$ cat config.mk
export PLATFORM = sky130hd
export DESIGN_NAME = drm_uip_stream_mux
export DESIGN_NICKNAME = d
export VERILOG_FILES = /design/src/rtl/drm_bridge_pkg.sv /design/src/rtl/drm_sync_fifo.sv /design/src/rtl/drm_uip_stream_mux.sv
export SDC_FILE = /design/constraint.sdc
export NUM_CORES = 1
export LEC_CHECK = 0
export CAP_MARGIN = 10
export CORE_ASPECT_RATIO = 0.9
export CORE_MARGIN = 4
export CORE_UTILIZATION = 30
export CTS_CLUSTER_DIAMETER = 200
export DETAILED_ROUTE_END_ITERATION = 7
export PLACE_DENSITY = 0.58
export SETUP_SLACK_MARGIN = 0.3
export SKIP_LAST_GASP = 1
export SYNTH_ARGS = -nofsm -noshare
export SYNTH_HDL_FRONTEND = slang
export SYNTH_SLANG_ARGS = --single-unit
$ cat constraint.sdc
create_clock -name drm_aclk -period 4.24 [get_ports drm_aclk]
set_input_delay 0.636 -clock drm_aclk [delete_from_list [all_inputs] [get_ports drm_aclk]]
set_output_delay 0.636 -clock drm_aclk [all_outputs]
set_load 0.02 [all_outputs]
$ cat src/rtl/drm_bridge_pkg.sv
// Shared field positions and response record for the DRM stream bridge.
package drm_bridge_pkg;

    localparam int IN_DAT     = 0;
    localparam int IN_WE      = 1;
    localparam int IN_ADR_LSB = 2;
    localparam int IN_CYC     = 4;
    localparam int IN_CS      = 5;
    localparam int IN_CH_LSB  = 8;

    typedef struct packed {
        logic [15:0] intr_map;
        logic [7:0]  ch;
        logic        ch_err;
        logic        ack;
        logic        intr;
        logic        sta;
        logic        dat;
    } resp_t;

    // Outbound word: [31:16] intr map, [15:8] ch, [7:5] zero, [4] ch_err, [3:0] ack/intr/sta/dat
    function automatic logic [31:0] pack_resp(input resp_t r);
        return {r.intr_map, r.ch, 3'b000, r.ch_err, r.ack, r.intr, r.sta, r.dat};
    endfunction

endpackage

$ cat src/rtl/drm_sync_fifo.sv
// Single-clock FIFO with wrap-bit pointers and a registered show-ahead head word.
module drm_sync_fifo #(
    parameter int WIDTH = 8,
    parameter int DEPTH = 8
) (
    input  logic                     clk,
    input  logic                     rst_n,
    input  logic                     push,
    input  logic                     pop,
    input  logic [WIDTH-1:0]         wr_data,
    output logic                     full,
    output logic                     empty,
    output logic [$clog2(DEPTH):0]   count,
    output logic [WIDTH-1:0]         rd_data
);

    localparam int AW = $clog2(DEPTH);

    logic [AW:0]      wr_ptr_q, wr_ptr_d;
    logic [AW:0]      rd_ptr_q, rd_ptr_d;
    logic [WIDTH-1:0] rd_data_q, rd_data_d;
    logic [WIDTH-1:0] mem_q [DEPTH];
    logic             do_push, do_pop;

    always_comb begin
        empty    = (wr_ptr_q == rd_ptr_q);
        full     = (wr_ptr_q[AW] != rd_ptr_q[AW]) && (wr_ptr_q[AW-1:0] == rd_ptr_q[AW-1:0]);
        count    = wr_ptr_q - rd_ptr_q;
        do_pop   = pop && !empty;
        do_push  = push && (!full || do_pop);
        wr_ptr_d = wr_ptr_q + {{AW{1'b0}}, do_push};
        rd_ptr_d = rd_ptr_q + {{AW{1'b0}}, do_pop};
        // The next head is the word being written when it lands exactly at the new read pointer.
        if (do_push && (wr_ptr_q == rd_ptr_d)) begin
            rd_data_d = wr_data;
        end else begin
            rd_data_d = mem_q[rd_ptr_d[AW-1:0]];
        end
        rd_data = rd_data_q;
    end

    always_ff @(posedge clk or negedge rst_n) begin
        if (!rst_n) begin
            wr_ptr_q  <= '0;
            rd_ptr_q  <= '0;
            rd_data_q <= '0;
        end else begin
            wr_ptr_q  <= wr_ptr_d;
            rd_ptr_q  <= rd_ptr_d;
            rd_data_q <= rd_data_d;
        end
    end

    always_ff @(posedge clk) begin
        if (do_push) begin
            mem_q[wr_ptr_q[AW-1:0]] <= wr_data;
        end
    end

endmodule

$ cat src/rtl/drm_uip_stream_mux.sv
// DRM controller stream pair to NUM_CH activator bus-slave ports, with a
// two-stage strobe/response pipeline, response FIFO and outbound stall watchdog.
module drm_uip_stream_mux
    import drm_bridge_pkg::*;
#(
    parameter int NUM_CH     = 4,
    parameter int FIFO_DEPTH = 8,
    parameter int TIMEOUT    = 1024
) (
    input  logic                          drm_aclk,
    input  logic                          drm_arstn,
    output logic                          drm_to_uip_tready,
    input  logic                          drm_to_uip_tvalid,
    input  logic [31:0]                   drm_to_uip_tdata,
    input  logic                          uip_to_drm_tready,
    output logic                          uip_to_drm_tvalid,
    output logic [31:0]                   uip_to_drm_tdata,
    output logic [NUM_CH-1:0]             act_cs,
    output logic                          act_cyc,
    output logic                          act_we,
    output logic                          act_dat,
    output logic [1:0]                    act_adr,
    input  logic [NUM_CH-1:0]             act_ack,
    input  logic [NUM_CH-1:0]             act_sta,
    input  logic [NUM_CH-1:0]             act_intr,
    input  logic [NUM_CH-1:0]             act_odat,
    output logic [$clog2(FIFO_DEPTH):0]   fifo_level,
    output logic                          ch_err,
    output logic                          stall_err
);

    localparam int CH_W = (NUM_CH > 1) ? $clog2(NUM_CH) : 1;
    localparam int LW   = $clog2(FIFO_DEPTH) + 1;
    localparam int SW   = $clog2(TIMEOUT + 1);
    localparam logic [7:0]    NUM_CH_B  = 8'(NUM_CH);
    localparam logic [LW:0]   DEPTH_B   = (LW + 1)'(FIFO_DEPTH);
    localparam logic [SW-1:0] STALL_MAX = SW'(TIMEOUT);

    logic              rdy_en_q, rdy_en_d;
    logic              s0_vld_q, s0_vld_d;
    logic [15:0]       s0_word_q, s0_word_d;
    logic              s1_vld_q, s1_vld_d;
    logic [7:0]        s1_ch_q, s1_ch_d;
    logic [NUM_CH-1:0] act_cs_q, act_cs_d;
    logic              act_cyc_q, act_cyc_d;
    logic [1:0]        act_adr_q, act_adr_d;
    logic              act_we_q, act_we_d;
    logic              act_dat_q, act_dat_d;
    logic              ch_err_q, ch_err_d;
    logic [SW-1:0]     stall_cnt_q, stall_cnt_d;
    logic              stall_err_q, stall_err_d;

    logic              acc, in_bad, s0_bad, s1_bad;
    logic [LW:0]       occ;
    logic              fifo_pop, fifo_empty, fifo_full;
    resp_t             resp, head;
    logic              unused_bits;

    drm_sync_fifo #(
        .WIDTH ($bits(resp_t)),
        .DEPTH (FIFO_DEPTH)
    ) u_fifo (
        .clk     (drm_aclk),
        .rst_n   (drm_arstn),
        .push    (s1_vld_q),
        .pop     (fifo_pop),
        .wr_data (resp),
        .full    (fifo_full),
        .empty   (fifo_empty),
        .count   (fifo_level),
        .rd_data (head)
    );

    always_comb begin
        // Words still in the pipeline are counted so the FIFO can never overflow.
        occ = {1'b0, fifo_level} + {{LW{1'b0}}, s0_vld_q} + {{LW{1'b0}}, s1_vld_q};
        drm_to_uip_tready = rdy_en_q && (occ < DEPTH_B);
        acc    = drm_to_uip_tvalid && drm_to_uip_tready;
        in_bad = drm_to_uip_tdata[IN_CH_LSB +: 8] >= NUM_CH_B;
        s0_bad = s0_word_q[IN_CH_LSB +: 8] >= NUM_CH_B;
        s1_bad = s1_ch_q >= NUM_CH_B;

        rdy_en_d  = 1'b1;
        s0_vld_d  = acc;
        s0_word_d = acc ? drm_to_uip_tdata[15:0] : s0_word_q;
        s1_vld_d  = s0_vld_q;
        s1_ch_d   = s0_vld_q ? s0_word_q[IN_CH_LSB +: 8] : s1_ch_q;

        act_cs_d  = '0;
        act_cyc_d = 1'b0;
        act_adr_d = act_adr_q;
        act_we_d  = act_we_q;
        act_dat_d = act_dat_q;
        if (s0_vld_q) begin
            act_cyc_d = s0_word_q[IN_CYC];
            act_adr_d = s0_word_q[IN_ADR_LSB +: 2];
            act_we_d  = s0_word_q[IN_WE];
            act_dat_d = s0_word_q[IN_DAT];
            if (s0_word_q[IN_CS] && !s0_bad) begin
                act_cs_d[s0_word_q[IN_CH_LSB +: CH_W]] = 1'b1;
            end
        end

        resp          = '0;
        resp.intr_map = 16'(act_intr);
        resp.ch       = s1_ch_q;
        resp.ch_err   = s1_bad;
        resp.intr     = |act_intr;
        if (!s1_bad) begin
            resp.ack = act_ack[s1_ch_q[CH_W-1:0]];
            resp.sta = act_sta[s1_ch_q[CH_W-1:0]];
            resp.dat = act_odat[s1_ch_q[CH_W-1:0]];
        end

        uip_to_drm_tvalid = !fifo_empty;
        uip_to_drm_tdata  = pack_resp(head);
        fifo_pop          = uip_to_drm_tready && uip_to_drm_tvalid;

        stall_cnt_d = stall_cnt_q;
        if (!uip_to_drm_tvalid || fifo_pop) begin
            stall_cnt_d = '0;
        end else if (stall_cnt_q != STALL_MAX) begin
            stall_cnt_d = stall_cnt_q + 1'b1;
        end
        stall_err_d = stall_err_q | (stall_cnt_d == STALL_MAX);
        ch_err_d    = ch_err_q | (acc && in_bad);

        act_cs    = act_cs_q;
        act_cyc   = act_cyc_q;
        act_adr   = act_adr_q;
        act_we    = act_we_q;
        act_dat   = act_dat_q;
        ch_err    = ch_err_q;
        stall_err = stall_err_q;

        unused_bits = ^{drm_to_uip_tdata[31:16], s0_word_q[7:6], fifo_full};
    end

    always_ff @(posedge drm_aclk or negedge drm_arstn) begin
        if (!drm_arstn) begin
            rdy_en_q    <= 1'b0;
            s0_vld_q    <= 1'b0;
            s0_word_q   <= '0;
            s1_vld_q    <= 1'b0;
            s1_ch_q     <= '0;
            act_cs_q    <= '0;
            act_cyc_q   <= 1'b0;
            act_adr_q   <= '0;
            act_we_q    <= 1'b0;
            act_dat_q   <= 1'b0;
            ch_err_q    <= 1'b0;
            stall_cnt_q <= '0;
            stall_err_q <= 1'b0;
        end else begin
            rdy_en_q    <= rdy_en_d;
            s0_vld_q    <= s0_vld_d;
            s0_word_q   <= s0_word_d;
            s1_vld_q    <= s1_vld_d;
            s1_ch_q     <= s1_ch_d;
            act_cs_q    <= act_cs_d;
            act_cyc_q   <= act_cyc_d;
            act_adr_q   <= act_adr_d;
            act_we_q    <= act_we_d;
            act_dat_q   <= act_dat_d;
            ch_err_q    <= ch_err_d;
            stall_cnt_q <= stall_cnt_d;
            stall_err_q <= stall_err_d;
        end
    end

endmodule

Word level (Yosys, flattened, before mapping)
Memory sizes are Yosys's and may differ from the RTL's.
Cells that the tools add are included.
Storage, ports and cells
  register bits: 86
  output and inout bits: 49
  bits of input ports: 52
  logic and storage cells: 72
  memories: 1
  bits in writable memories: 136
Operators by class
  eq/ne operators: 6
  magnitude comparators: 7
  reduce and logical (&&, ||, !) cells: 16
  muxes and demuxes: 18
  bitwise operators: 2
  $add $sub $neg: 6
Memories
  u_fifo.mem_q: words 8, width 17, rd ports 1, clocked after Yosys merged registers in 0, wr ports 1, line drm_sync_fifo.sv:22  | logic [WIDTH-1:0] mem_q [DEPTH];
Operators with widths (number)
  29-bit 2-to-1 mux: 1
  8-bit by 3-bit greater-or-equal comparator with 1-bit output, second input constant: 3
  11-bit 2-to-1 mux: 2
  11-bit by 1-bit adder with 11-bit output, second input constant: 1
  11-bit equality test, second input constant: 1
  11-bit inequality test, second input constant: 1
  1-bit logical AND: 10
  4-bit by 1-bit adder with 4-bit output: 2
  4-bit equality test: 2
  1-bit 2-to-1 mux: 8
  4-bit 2-to-1 mux: 2
  1-bit binary-select mux with 2-bit select: 3
  2-bit by 3-bit < comparator with 1-bit output, second input constant: 2
  4-bit by 1-bit adder with 5-bit output: 1
  5-bit by 1-bit adder with 5-bit output: 1
  5-bit by 4-bit < comparator with 1-bit output, second input constant: 1
  4-bit OR reduction: 1
  4-bit subtractor: 1
  3-bit equality test: 1
  1-bit zero test: 3
  1-bit demux with 2-bit select: 1
  2-bit by 1-bit greater-or-equal comparator with 1-bit output, second input constant: 1
  1-bit logical OR: 2
  2-bit 2-to-1 mux: 1
  other kinds (2): 3

Longest topological paths before layout
  depth in word-level cells: 8
  depth in mapped cells: 15
  mapped depth without buffers: 12

By module
Synthesis repeated with hierarchy kept, for this count alone.
Second synthesis, totals
  cells, all modules: 747
  area, all modules: 12741.0 µm²
Modules (own cells, without submodules)
  drm_sync_fifo: instances 1, cells an instance 569, area an instance 10582.6 µm², sequential area each 7892.6 µm²
  drm_uip_stream_mux: instances 1, cells an instance 178, area an instance 2158.3 µm², sequential area each 1176.1 µm²

Worst setup path before layout
OpenSTA, ideal clock, no wires.
  path type: register to register
  start: register u_fifo.wr_ptr_q[0]
  end: register u_fifo.rd_data_q[0], in the netlist u_fifo.rd_data[0]
  path slack: 0.952 ns
  setup time: 0.142 ns
  required time: 4.098 ns
  arrival time: 3.146 ns
  buffers on the path: 3
  cell stages (with the launch flop): 14
  clock period less this slack: 3.288 ns
  cells stage by stage: dfrtp_1 clkbuf_1 inv_1 ha_1 nand3_1 or2_2 and2_1 ha_1 ha_1 clkbuf_1 clkbuf_1 mux4_2 mux2i_1 o21ai_0
On the way
  word-level cells in the longest chain between the ends: 8
  elaborated cells between the ends (all ways): 14
  classes of those cells: add/sub (1); eq/ne (3); mux (1); reduce/logical (8); memory (1)
Ends and longest elaborated chain
  start: declaration: line drm_sync_fifo.sv:19  | logic [AW:0] wr_ptr_q, wr_ptr_d;
  start signal: assignment: line drm_sync_fifo.sv:48  | wr_ptr_q <= wr_ptr_d;
  4-bit equality test *: line drm_sync_fifo.sv:26  | empty = (wr_ptr_q == rd_ptr_q);
  1-bit zero test *: line drm_uip_stream_mux.sv:115  | uip_to_drm_tvalid = !fifo_empty;
  named net uip_to_drm_tvalid: line drm_uip_stream_mux.sv:16  | output logic uip_to_drm_tvalid,
  1-bit logical AND: line drm_uip_stream_mux.sv:117  | fifo_pop = uip_to_drm_tready && uip_to_drm_tvalid;
  1-bit logical AND *: line drm_sync_fifo.sv:29  | do_pop = pop && !empty;
  4-bit by 1-bit adder with 4-bit output *: line drm_sync_fifo.sv:32  | rd_ptr_d = rd_ptr_q + {{AW{1'b0}}, do_pop};
  named net u_fifo.rd_ptr_d[1]: line drm_sync_fifo.sv:20  | logic [AW:0] rd_ptr_q, rd_ptr_d;
  branches (longest 2 deep; another with memory read 8 x 17 bit)
  29-bit 2-to-1 mux *: line drm_sync_fifo.sv:34  | if (do_push && (wr_ptr_q == rd_ptr_d)) begin
  named net u_fifo.rd_data_d[0]: line drm_sync_fifo.sv:21  | logic [WIDTH-1:0] rd_data_q, rd_data_d;
  end signal: assignment: line drm_sync_fifo.sv:50  | rd_data_q <= rd_data_d;
  end: declaration: line drm_sync_fifo.sv:21
Mark *: on every way through the listed nets, which the timed path passes.
A chain may end at the register's enable or synchronous reset.

Final worst setup path
  start: register u_fifo.wr_ptr_q[0]
  end: register u_fifo.rd_data_q[5], in the netlist u_fifo.rd_data[5]
On the way
  word-level cells in the longest chain between the ends: 8
  elaborated cells between the ends (all ways): 14
  classes of those cells: add/sub (1); eq/ne (3); mux (1); reduce/logical (8); memory (1)
Ends and longest elaborated chain (line)
  4-bit equality test *: drm_sync_fifo.sv:26
  1-bit zero test *: drm_sync_fifo.sv:29, drm_uip_stream_mux.sv:115
  1-bit logical AND: drm_uip_stream_mux.sv:117
  1-bit logical AND *: drm_sync_fifo.sv:29
  4-bit by 1-bit adder with 4-bit output *: drm_sync_fifo.sv:32
  named net u_fifo.rd_ptr_d[0]: drm_sync_fifo.sv:20
  branches (longest 2 deep; another with memory read 8 x 17 bit)
  29-bit 2-to-1 mux *: drm_sync_fifo.sv:34
  named net u_fifo.rd_data_d[5]: drm_sync_fifo.sv:21
Marks and branches as above.

==> impl_summary.log <==
INFO  metric status = complete, no violations
INFO  metric antenna_found_initial = 0
INFO  metric finish.instance_area = between 0.01 and 0.015 sq mm
INFO  metric fmaxAchievable = between 200 and 300 MHz
INFO  metric timing_worst_setup_path_type = reg -> reg
INFO  metric worst_slew_margin_relative_to_its_limit = between 20% and 30%
INFO  metric synth.cell_area = between 0.008 and 0.009 sq mm
INFO  metric die_w = 185.7 um
INFO  metric post-route-period-util = a little over four fifths
INFO  metric clk_pin_slew = 0.06 ns
INFO  metric met3_wl_post_dr = just over 700 um
INFO  metric routed_wire_per_std_cell = ~18 um
INFO  metric cts_resized = 0
INFO  metric die_height = approximately 170 um
INFO  metric cts_tree = yes
INFO  metric cts_made_buffers = 21
INFO  metric critPathArrivalTime = between 3 and 4 ns
INFO  metric ys_ff_latch = around 210
INFO  metric share_of_the_synthesized_area_in_compound_gates_ao_oa_aoi_oai = under 10%
INFO  metric worst_setup_ep_type = register
INFO  metric placeableCoreArea = approximately 0.028 sq mm
INFO  metric cp_slowest_cell = sky130_fd_sc_hd__ha_2
INFO  metric yosys.area_share.adder = between 1.5 and 2%
INFO  metric num_antenna_cells = 0
INFO  metric core.rowCount = 58
INFO  metric worst_ir_drop_vdd = around 0.32 mV
INFO  metric layout.cells.most_common_list = 136 x sky130_fd_sc_hd__edfxtp_1, 72 x sky130_fd_sc_hd__dfrtp_1, 66 x sky130_fd_sc_hd__clkdlybuf4s50_1
INFO  metric post_cts.repair.setup_buffers = 0
INFO  metric overflow = 0
INFO  metric m1WireLength = 7.362 mm
INFO  metric timing.final.setup_violations = 0
INFO  metric setup_repair_after_global_routing_missed_its_margin = false
INFO  metric worst_setup_slack_for_register_to_register_paths = slightly below 0.7 ns
INFO  metric clock_skew = 0.01139 ns
INFO  metric synth_ff_type = sky130_fd_sc_hd__edfxtp_1
INFO  metric cts.sinks = 208
INFO  metric yosys.cell_types.count = 45
INFO  metric placed_cell_area = roughly 0.0096 sq mm
INFO  metric final-instance-count-excl-fill = 957
INFO  metric clock_insertion_delay_worst_skew = a little under 0.5 ns
INFO  metric warnings_synthesis = 0
INFO  metric p_leak = approximately 3.7 nW
INFO  metric avgSynthCellArea = between 15 and 20 sq um
INFO  metric worst-path-max-fanout = 34
INFO  metric post_route_worst_setup_slack = 0.6735 ns
INFO  metric synth_top_family_by_area = multiplexers
INFO  metric placement.io_buffers = 67
INFO  metric pre_cts_slack = about 0.63 ns
INFO  metric clk_root_buffer_cell = sky130_fd_sc_hd__clkbuf_16
INFO  metric fillCellCount = 2618
INFO  metric routed-via-count = ~4500
INFO  metric global_route_usage_sum = between 10% and 20%
INFO  metric postSynthCellCount = around 510
INFO  metric drtAntennaViolNets = 0
INFO  metric routed_wirelength = roughly 17 mm
INFO  metric hold_buffers = 0
INFO  metric final_net_count = about 650
INFO  metric finalMaxSlewViolations = 0
INFO  metric min_path_type = in -> async
INFO  metric worstSetupStartpointType = register
INFO  metric largest_net_degree_at_the_start_of_global_routing = 73
INFO  metric topRoutingLayerUsed = met4
INFO  metric fin_setup_tns = 0 ns
INFO  metric fin_util = 36.53%
INFO  metric maxCapViolations = 0
INFO  metric cts-root-to-sink-buffers = 3
INFO  metric cts-htree-levels = 1
INFO  metric yosys.area_share.xor_xnor = roughly 2.1%
INFO  metric finalWorstPathRequiredPeriod = between 3 and 4 ns
INFO  metric postSynth.asyncResetShare = between 30 and 40%
INFO  metric synth_enable_flop_cells = 136
INFO  metric place.gp.congestion = between 0.7 and 0.8
INFO  metric worstMarginPinSlew = ~1.2 ns
INFO  metric drt_iter0_markers = 254
INFO  metric mostFrequentLayoutCell = sky130_fd_sc_hd__edfxtp_1
INFO  metric boundaryPins = 101
INFO  metric finalHoldViolations = 0
INFO  metric yosys.area_share.simple = under 10%
INFO  metric design.die.area = just over 0.03 sq mm
INFO  metric post-dp-hpwl = around 11 mm
INFO  metric area_growth_syn_to_layout = 19.98%
INFO  metric final_layout_size_suffix_gt1_share = about a fifth
INFO  metric vias_in_the_first_global_route = approximately 5000
INFO  metric critical_path_required = around 4.6 ns
INFO  metric power.density = between 700 and 800 mW/mm^2
INFO  metric drt-vias-per-instance = approximately 4.7
INFO  metric met2RoutedLength = 9.008 mm
INFO  metric cpPeakStageDelay = ~0.67 ns
INFO  metric post-place-cells = 922
INFO  metric synth_seq_area_share = between 60% and 70%
INFO  metric synth.mux.area_fraction = between 15 and 20%
INFO  metric initial_core_util = 30.45%
INFO  metric grt_first_pass_wirelength = approximately 28 mm
INFO  metric detail_route.drc_violations = 0
INFO  metric crit_chain = inv_1 -> ha_1 -> nand3_1 -> or2_2 -> and2_1 -> ha_2 -> xnor2_1 -> nand2_1 -> nor4_4 -> buf_4 -> nand2_1 -> o21ai_1
INFO  metric detailedRoute.firstPassIterationCount = 4
INFO  metric cp_common_cell = sky130_fd_sc_hd__nand2_1
power by group:
group	leakage, nW	total [W]	internal, W	switching [W]
Clock	0.286	0.00168	0.000968	0.000716
Combinational	1.25	0.00290	0.00145	0.00145
Sequential	2.11	0.00301	0.00266	0.000355
metal layers:
metal | track usage, % | up-vias
met4 | 3.073 | 0
met1 | 14.72 | 2283
met2 | 19.61 | 106
li1 | - | 2041
met5 | 0 | -
met3 | 1.750 | 26
sequential cells by signal, summed over array words and instances, names as in the netlist, 2 cells and up:
register / flops
s1_ch_q: 8
u_fifo.rd_ptr_q: 4
stall_cnt_q: 11
u_fifo.mem_q: 136
u_fifo.wr_ptr_q: 4
u_fifo.rd_data: 17
act_adr: 2
act_cs: 4
s0_word_q: 14
cells in the mapped netlist, types with 2 or more instances:
cell type | count | share of area [%]
sky130_fd_sc_hd__o21ai_0 | 11 | 0.65
sky130_fd_sc_hd__nand4_1 | 5 | 0.37
sky130_fd_sc_hd__nand2b_1 | 4 | 0.29
sky130_fd_sc_hd__o21a_1 | 2 | 0.18
sky130_fd_sc_hd__edfxtp_1 | 136 | 48
sky130_fd_sc_hd__inv_1 | 17 | 0.75
sky130_fd_sc_hd__nor2_1 | 22 | 0.97
sky130_fd_sc_hd__buf_6 | 3 | 0.40
sky130_fd_sc_hd__o21bai_1 | 2 | 0.18
sky130_fd_sc_hd__xor2_1 | 3 | 0.31
sky130_fd_sc_hd__clkbuf_1 | 8 | 0.35
sky130_fd_sc_hd__nor3_1 | 8 | 0.47
sky130_fd_sc_hd__mux2i_1 | 18 | 2.1
sky130_fd_sc_hd__or2_2 | 2 | 0.15
sky130_fd_sc_hd__and2_1 | 6 | 0.44
sky130_fd_sc_hd__ha_1 | 10 | 1.5
sky130_fd_sc_hd__conb_1 | 2 | 0.088
sky130_fd_sc_hd__or3_1 | 2 | 0.15
sky130_fd_sc_hd__buf_2 | 6 | 0.35
sky130_fd_sc_hd__dfrtp_1 | 72 | 21
sky130_fd_sc_hd__buf_4 | 16 | 1.4
sky130_fd_sc_hd__or4_1 | 3 | 0.26
sky130_fd_sc_hd__o21ai_1 | 10 | 0.59
sky130_fd_sc_hd__xnor2_1 | 11 | 1.1
sky130_fd_sc_hd__nand3_1 | 8 | 0.47
sky130_fd_sc_hd__and3_1 | 4 | 0.29
sky130_fd_sc_hd__mux2_2 | 26 | 3.4
sky130_fd_sc_hd__nand2_1 | 25 | 1.1
sky130_fd_sc_hd__xor2_2 | 2 | 0.38
sky130_fd_sc_hd__nor4_1 | 3 | 0.22
sky130_fd_sc_hd__a21oi_1 | 8 | 0.47
sky130_fd_sc_hd__mux4_2 | 37 | 9.8
area by class of cell:
type                    count  area (sq um)  share of cell area [%]
flip-flops and latches    208          5886                   57.51
multi-input cells         260          2467                   24.11
repair buffers             77         755.7                   7.385
clock buffers              28         551.8                   5.392
well taps                 360         450.4                   4.402
inverters                  17         63.81                  0.6235
clock inverters             7         58.81                  0.5746
final timing paths:
| path | from | endpoint | depth (start not counted) |
|---|---|---|---|
| max | u_fifo.wr_ptr_q[0]$_DFF_PN0_ | u_fifo.rd_data[5]$_DFF_PN0_ | 12 |
| min | drm_arstn | s0_word_q[3]$_DFFE_PN0P_ | 1 |
| max reg2reg | u_fifo.wr_ptr_q[0]$_DFF_PN0_ | u_fifo.rd_data[5]$_DFF_PN0_ | 12 |
| min reg2reg | s0_word_q[4]$_DFFE_PN0P_ | act_cyc$_DFF_PN0_ | 1 |
| max in group asynchronous | drm_arstn | u_fifo.rd_data[2]$_DFF_PN0_ | 1 |
| min in group drm_aclk | s0_word_q[4]$_DFFE_PN0P_ | act_cyc$_DFF_PN0_ | 1 |
critical path, delay by kind of cell, from the launching register on:
family | cells | cell delay [ns]
adder cells (fa/ha/maj) | 2 | 0.98
AND/OR/NAND/NOR | 6 | 0.97
flip-flops | 1 | 0.63
buffers and inverters | 2 | 0.48
AO/OA/AOI/OAI | 1 | 0.19
XOR/XNOR | 1 | 0.18
cell families after synthesis:
family / count (synthesis)
DFF: 208
other: 2
and+or+nand+nor: 95
muxes: 81
buffers and inverters: 51
adders and majority gates: 11
xor gates and xnor gates: 17
AOI/OAI and AO/OA: 40
metrics by stage:
| step | hold WS [ns] | power [W] |
|---|---|---|
| finish | 0.3026 | 0.007602 |
| floorplan | 0.3404 | 0.004974 |
| global placement | 0.4612 | 0.005921 |
| CTS | 0.3498 | 0.007740 |
| global route | 0.3996 | 0.008074 |
| detailed placement | 0.4834 | 0.006032 |
Note: power is estimated with default switching activity, not from simulation.
==> variant: new RTL, same flow settings <==
Make the reset (`drm_arstn` and `rst_n`) synchronous in 2 clocked blocks.
--- a/src/rtl/drm_sync_fifo.sv
+++ b/src/rtl/drm_sync_fifo.sv
@@ -39,7 +39,7 @@
         rd_data = rd_data_q;
     end
 
-    always_ff @(posedge clk or negedge rst_n) begin
+    always_ff @(posedge clk) begin
         if (!rst_n) begin
             wr_ptr_q  <= '0;
             rd_ptr_q  <= '0;
--- a/src/rtl/drm_uip_stream_mux.sv
+++ b/src/rtl/drm_uip_stream_mux.sv
@@ -136,7 +136,7 @@
         unused_bits = ^{drm_to_uip_tdata[31:16], s0_word_q[7:6], fifo_full};
     end
 
-    always_ff @(posedge drm_aclk or negedge drm_arstn) begin
+    always_ff @(posedge drm_aclk) begin
         if (!drm_arstn) begin
             rdy_en_q    <= 1'b0;
             s0_vld_q    <= 1'b0;
Behaviour: differs if drm_arstn is asserted again (counterexample within 4 cycles, from zero or initial values and one cycle with drm_arstn low); with drm_arstn held inactive, the same outputs for 10 cycles.
==> variant against the unedited design <==
Die area shrank 0.42%. Design area grew 0.46%. Highest routed layer unchanged. Synthesized area shrank 0.44%. Critical path type is now reg2out. First-iteration DRC count grew 2.4%. Setup slack gained 81 ps. Sequential cell count is the same. Wire length shrank 3.4%.
Power is not compared: it rests on default switching activity, and its combinational part moved more than twofold at a synthesized area within 25%.
==> variant: results (changes against the unedited design) <==
Timing
  • Relative slew margins: 39.4% (was 20.9%)
  • Clock skew: 15.8 ps (was 11.4 ps)

Layout
  • Non-Filler Instances: 1016 (was 957)
  • P&R area growth vs syn: 21.1% (was 20.0%)
  • Fin nets: 703 (was 648)

Critical path
  • Worst EP arrival: 2850 ps (was 3940 ps)
  • CP top delay family: buffers and inverters (was adder cells)
  • R2r endpoint: u_fifo.rd_data[3] (was u_fifo.rd_data[5])
  • Critical Path End: drm_to_uip_tready (was u_fifo.rd_data[5])
  • R2R setup slack: 800 ps (was 670 ps)
  • Largest stage delay, worst path: 620 ps (was 670 ps)

Outcome
  • Status: finished, final reports clean (unchanged)

Routing
  • DRT met1 WL: 8.19 mm (was 7.36 mm)
  • DR iter-0 viols: 260 (was 254)
  • Met3 Routed Length: 934 µm (was 712 µm)
  • Vias per cell: 4.60 (was 4.66)
  • Met2 WL: 7.27 mm (was 9.01 mm)
  • Avg WL per Cell: 16.6 µm (was 18.3 µm)

Synthesis
  • Number of distinct library cells after synthesis: 47 (was 45)
  • Cell count after synthesis: 562 (was 505)
  • Xor and xnor area share after synthesis: 2.49% (was 2.14%)
  • Synth cell count leaders: edfxtp_1, dfxtp_1, nand2_1, mux2i_1, mux4_2 (was edfxtp_1, dfrtp_1, mux4_2, mux2_2, nand2_1)
  • Top cells by area, synth: edfxtp_1, dfxtp_1, mux4_2 (was edfxtp_1, dfrtp_1, mux4_2)
  • Compound-Gate Fraction of Synth Area: 3.60% (was 2.83%)

Global routing
  • Gr usage total: 10.8% (was 11.3%)
  • GR Layer Usage met3: 2.15% (was 1.75%)
  • First-pass GRT wire length: 26.6 mm (was 27.7 mm)
  • Met1 Use GR: 16.7% (was 14.7%)
  • Met2 Track Usage GR: 15.6% (was 19.6%)
  • Largest net degree at the start of global routing: 53 (was 73)
  • Vias in the first global route: 4611 (was 4954)

Power
  • Tot Pwr: 4.38 mW

Placement
  • Placed Cells: 975 (was 922)
  • Placer congestion estimate: 0.746 (was 0.772)
  • DPL Wire Length: 10.0 mm (was 10.8 mm)
  • DP Area: 9580 µm² (was 9620 µm²)
[variant: changes by cell type in the layout (fill, tap and decap cells not counted), moves of 6 or more]
cell     before  now
o21ai_0      11    2
dfrtp_1      72    0
mux2_2       26    0
nor2b_1       1   13
dfxtp_1       0   72
o21ai_1      10    0
mux2i_1      18   44
o211a_1       0   17
and2_1        6   12
nand2_1      25   56
[variant: per-stage QoR]
| stage | util (%) | setup slack, ps | hold WS (ps) |
|---|---|---|---|
| 4_1_cts | 36.8 | 719 | 457 |
| 3_5_place_dp | 34.3 | 793 | 449 |
| 3_3_place_gp | 34.3 | 782 | 441 |
| 6_report | 36.8 | 754 | 457 |
| 2_1_floorplan | - | 867 | 430 |
| 5_1_grt | 36.8 | 538 | 481 |
[variant: final cells by class]
type | instances | share of cell area [%]
clock inverters | 9 | 0.742
clock buffers | 32 | 6.04
well taps | 360 | 4.38
multi-input cells | 312 | 26.8
repair buffers | 82 | 7.81
flip-flops and latches | 208 | 53.7
inverters | 13 | 0.475
